`src/rtl/pipe_skid_reg.sv`:
```
// Registered FIFO stage between pipeline stages; branch-slot PC hold compiled in by `PIPE_BRANCH_PC_EN.
// Latency: 1 cycle from push edge to out_*; simultaneous push/pop sustains one transfer per cycle.
// Backpressure: in_ready_o/out_valid_o decode registered occupancy only; a full buffer reopens the cycle after a pop.
module pipe_skid_reg #(
    parameter int DATA_W = 128,
    parameter int DEPTH  = 2,
    parameter int PC_W   = 32
) (
    input  logic                       clk_i,
    input  logic                       rst_i,
    input  logic                       flush_i,
    input  logic                       in_valid_i,
    output logic                       in_ready_o,
    input  logic [DATA_W-1:0]          in_data_i,
    input  logic [PC_W-1:0]            in_pc_i,
    input  logic                       in_branch_tag_i,
    input  logic                       in_slot_end_i,
    output logic                       out_valid_o,
    input  logic                       out_ready_i,
    output logic [DATA_W-1:0]          out_data_o,
    output logic [PC_W-1:0]            out_pc_o,
    output logic [$clog2(DEPTH+1)-1:0] count_o
);
    localparam int CNT_W = $clog2(DEPTH + 1);
    localparam int PTR_W = $clog2(DEPTH);

    logic [CNT_W-1:0]  count_q;
    logic [PTR_W-1:0]  rd_ptr_q;
    logic [PTR_W-1:0]  wr_ptr_q;
    logic [DATA_W-1:0] data_mem [DEPTH];
    logic [PC_W-1:0]   pc_mem   [DEPTH];
    logic              push;
    logic              pop;
    logic [PC_W-1:0]   entry_pc;

    function automatic logic [PTR_W-1:0] ptr_inc(input logic [PTR_W-1:0] p);
        return (p == PTR_W'(DEPTH - 1)) ? '0 : p + PTR_W'(1);
    endfunction

    assign in_ready_o  = (count_q != CNT_W'(DEPTH));
    assign out_valid_o = (count_q != '0);
    assign push        = in_valid_i && in_ready_o && !flush_i;
    assign pop         = out_valid_o && out_ready_i && !flush_i;

    always_ff @(posedge clk_i or posedge rst_i) begin
        if (rst_i) begin
            count_q  <= '0;
            rd_ptr_q <= '0;
            wr_ptr_q <= '0;
        end else if (flush_i) begin
            count_q  <= '0;
            rd_ptr_q <= '0;
            wr_ptr_q <= '0;
        end else begin
            if (push) begin
                wr_ptr_q <= ptr_inc(wr_ptr_q);
            end
            if (pop) begin
                rd_ptr_q <= ptr_inc(rd_ptr_q);
            end
            if (push && !pop) begin
                count_q <= count_q + CNT_W'(1);
            end else if (pop && !push) begin
                count_q <= count_q - CNT_W'(1);
            end
        end
    end

    // Storage is left uncleared on reset/flush; outputs are masked by out_valid_o instead.
    always_ff @(posedge clk_i) begin
        if (push) begin
            data_mem[wr_ptr_q] <= in_data_i;
            pc_mem[wr_ptr_q]   <= entry_pc;
        end
    end

`ifdef PIPE_BRANCH_PC_EN
    logic            branch_active_q;
    logic [PC_W-1:0] branch_pc_q;

    // Entries inside a branch slot inherit the PC of the branch that opened it.
    assign entry_pc = branch_active_q ? branch_pc_q : in_pc_i;

    always_ff @(posedge clk_i or posedge rst_i) begin
        if (rst_i) begin
            branch_active_q <= 1'b0;
            branch_pc_q     <= '0;
        end else if (flush_i) begin
            branch_active_q <= 1'b0;
            branch_pc_q     <= '0;
        end else if (push) begin
            if (in_branch_tag_i) begin
                branch_active_q <= 1'b1;
                branch_pc_q     <= in_pc_i;
            end else if (branch_active_q && in_slot_end_i) begin
                branch_active_q <= 1'b0;
            end
        end
    end
`else
    logic unused_branch_inputs;

    assign unused_branch_inputs = in_branch_tag_i ^ in_slot_end_i;
    assign entry_pc             = in_pc_i;
`endif

    assign out_data_o = out_valid_o ? data_mem[rd_ptr_q] : '0;
    assign out_pc_o   = out_valid_o ? pc_mem[rd_ptr_q]   : '0;
    assign count_o    = count_q;

endmodule

```
`config.mk`:
```
export PLATFORM = sky130hd
export DESIGN_NAME = pipe_skid_reg
export DESIGN_NICKNAME = d
export VERILOG_FILES = /design/src/rtl/pipe_skid_reg.sv
export SDC_FILE = /design/constraint.sdc
export NUM_CORES = 1
export LEC_CHECK = 0
export ABC_CLOCK_PERIOD_IN_PS = 18000
export CAP_MARGIN = 25
export CORE_UTILIZATION = 48
export DETAILED_ROUTE_END_ITERATION = 8
export GPL_TIMING_DRIVEN = 0
export PLACE_DENSITY_LB_ADDON = 0.15
export SLEW_MARGIN = 20
export SYNTH_ARGS = -nofsm -noshare
export SYNTH_HDL_FRONTEND = slang
export SYNTH_SLANG_ARGS = --single-unit
export TNS_END_PERCENT = 30
```
`constraint.sdc`:
```
create_clock -name clk_i -period 18 [get_ports clk_i]
set_input_delay 2.7 -clock clk_i [delete_from_list [all_inputs] [get_ports clk_i]]
set_output_delay 2.7 -clock clk_i [all_outputs]
set_load 0.01 [all_outputs]
```
==> impl_results.md <==
* Clock skew at 0.00784 ns
* Worst path required time at 15.30 ns
* Met3 WL at 2.50 mm
* Reg power frac at 49.5%
* Post-synthesis average cell area at 17.6 um2
* Vias in the first global route at 7,353
* Synth cell types at 22
* Routed wire length per instance at 18.6 um
* RSZ-0062 raised after global routing: false
* Crit path max-delay family: buffers and inverters
* PostCTS Resize Cnt at 0
* Nets@finish at 1,276
* DP Worst Slack at 12.42 ns
* Most frequent cells in the layout: clkdlybuf4s50_1 (328), edfxtp_1 (320), nor2_1 (161), mux2i_1 (161), buf_4 (48)
* Cell Pwr Density at 100 nW/um2
* TritonCTS Buffers at 34
* Hold Path Class: reg2reg
* P&R area growth vs syn at 41.4%
* Yosys warns at 0
* Die area at 26,400 um2
* Syn Nets at 870
* Clock Latency Late Sink at 0.50 ns
* Largest net degree at the start of global routing at 14
* Share of the synthesized area in the top cell type at 77.9%
* Drt first pass iters at 4
* First-pass GRT wire length at 40.6 mm
* Layout cells sized above 1 at 11.1%
* Worst slew margin at 51.3%
* Total gr overflow at 0
* Slew Limit Fails at 0
* Vias per cell at 4.91
* Sequential area share after synthesis at 78.7%
* Starting DRT DRC Count at 365
* Slowest CP cell: clkdlybuf4s50_1
* Met2 wire len at 13.6 mm
* Design internal power at 1380 uW
* Initial Utilization at 49.0%
* Hold slack final at 0.592 ns
* Antenna Nets Post-Route at 0
* WP data arrival at 2.53 ns
* Clock sink count at 324
* P_sw at 375 uW
* Height of the die at 162 um
* Synth area leader: edfxtp_1
* Final std cells w/o fill at 1,462
* Core Footprint at 25,200 um2
* Post-CTS setup buffers at 0
* Final WL at 27.2 mm
* DR DRC count at 0
* Max Cap Violations at 0
* Final worst slack at 12.77 ns
* Initial antenna violation count at 2
* Cell mode on critical path: buf_4
* Number of I/O port buffers at 328
* Maximum vdd drop at 0.0826 mV
* Crit share post-route at 29.0%
* Logic pwr share at 13.2%
* Htree depth at 2
* CTS Root Cell: clkbuf_16
* I/O Pins at 331
* Fin. Hold Viols at 0
* R2r setup slk at 15.11 ns
* Seq cells post-synth at 324
* Top post-synthesis cells by area: edfxtp_1 (78%), mux2i_1 (13%), nor2_1 (4.9%)
* Leakage at 0.00589 uW
* Crit. End Element: primary output
* Most common cell after layout, fill and taps aside: clkdlybuf4s50_1
* Final setup viols at 0
* Routability Congestion at 0.761
* CTS tree: done
* Max Freq at 191 MHz
* Post-CTS Hold Buffers at 0
* GRT Total Usage at 20.5%
* Run status: completed
* CP Launch Type: flop
* Worst-path clk slew at 0.06 ns
* Dpl cells at 1,403
* M1 WL at 10.4 mm
* Critical Path Fanout Max at 10
* DR vias at 7,173
* Tmin final at 5.23 ns
* Post-Syn Instances at 703
* Mapped cell area at 12,300 um2
* Max incr delay on CP at 0.53 ns
* Slew at the pin closest to its max-slew limit at 0.728 ns
* Top Layer Used: met4
* Die Wd at 162 um
* Cell Chain, Critical Path: nor2_2, buf_4, buf_4, nor2_1, clkdlybuf4s50_1
* Final HPWL DP at 19.8 mm
* Bufs on Longest Clock Path at 3
* Crit path buffers/inverters at 3
* Worst Setup Path Type: reg2out
* Row count at 58
* Clock power share at 37.3%
* Switching Share at 21.4%
==> kinds of logic after synthesis <==
| family | Yosys count | share of synthesized area [%] |
|---|---|---|
| simple gates | 170 | 5.37 |
| compound gates | 8 | 0.365 |
| xor+xnor | 1 | 0.0710 |
| mux | 161 | 13.1 |
| flops | 324 | 78.7 |
| buf+inv | 39 | 2.44 |
==> sequential cells by signal, indices dropped and copies added, names as in the netlist <==
| register | flops |
|---|---|
| data_mem | 256 |
| pc_mem | 64 |
| count_o | 2 |
| rd_ptr_q | 1 |
| wr_ptr_q | 1 |
==> power groups by stage <==
| stage | Clock (uW) | Sequential, uW | Combinational [uW] |
|---|---|---|---|
| final | 654 | 866 | 232 |
| after global routing | 696 | 868 | 248 |
| after CTS | 668 | 866 | 235 |
| after detailed placement | 0 | 882 | 233 |
| after global placement | 0 | 899 | 223 |
| after floorplan | 0 | 892 | 101 |
==> area by class of cell <==
cell class                 count  area (um2)
sequential                   324        9710
fill                        1703        7730
timing repair buffer         370        3640
multi-input combinational    340        2340
clock buffer                  50         985
tap                          330         413
buffer                        35         287
clock inverter                 8        58.8
inverter                       4        15.0
antenna                        1        2.50
==> cells in the mapped netlist, drive strengths merged <==
library cell  instances
xor2                  1
o21ai                 2
inv                   4
or2                   1
nor3b                 2
edfxtp              320
a21o                  1
mux2i               161
o211ai                1
a21oi                 4
nand2                 1
nor3                  1
nand3b                1
buf                  35
or3                   1
nor2b                 1
nor2                162
dfrtp                 4
==> through the flow <==
step	util (%)	TNS (ns)	instance area (um2)	total power [uW]
2_1_floorplan	-	0	12300	993
3_3_place_gp	63.7	-1412.43	16000	1120
3_5_place_dp	65.1	0	16400	1120
4_1_cts	69.3	0	17400	1770
5_1_grt	69.3	0	17400	1810
6_report	69.3	0	17400	1750
==> worst register-to-register path: cells and delay by family (launching register included) <==
family                 cells  cell delay (ns)
buffers and inverters      7             1.19
AND/OR/NAND/NOR            3             0.95
flip-flops                 1             0.46
==> layer usage <==
| metal | vias up | GRT usage (%) |
|---|---|---|
| met3 | 42 | 7.00 |
| li1 | 3434 | - |
| met1 | 3440 | 24.2 |
| met2 | 257 | 35.0 |
| met5 | - | 0 |
| met4 | 0 | 6.60 |
==> final timing paths <==
kind / cells past startpoint / endpoint / start
min in group asynchronous: 2 / wr_ptr_q$_DFFE_PP0P_ / rst_i
hold reg to reg: 2 / wr_ptr_q$_DFFE_PP0P_ / wr_ptr_q$_DFFE_PP0P_
hold / removal: 2 / wr_ptr_q$_DFFE_PP0P_ / wr_ptr_q$_DFFE_PP0P_
setup / recovery: 5 / out_data_o[75] / count_o[1]$_DFFE_PP0P_
setup reg to reg: 10 / pc_mem[1][11]$_DFFE_PP_ / count_o[1]$_DFFE_PP0P_
max in group asynchronous: 2 / count_o[1]$_DFFE_PP0P_ / rst_i
Note: power is estimated with default switching activity, not from simulation.
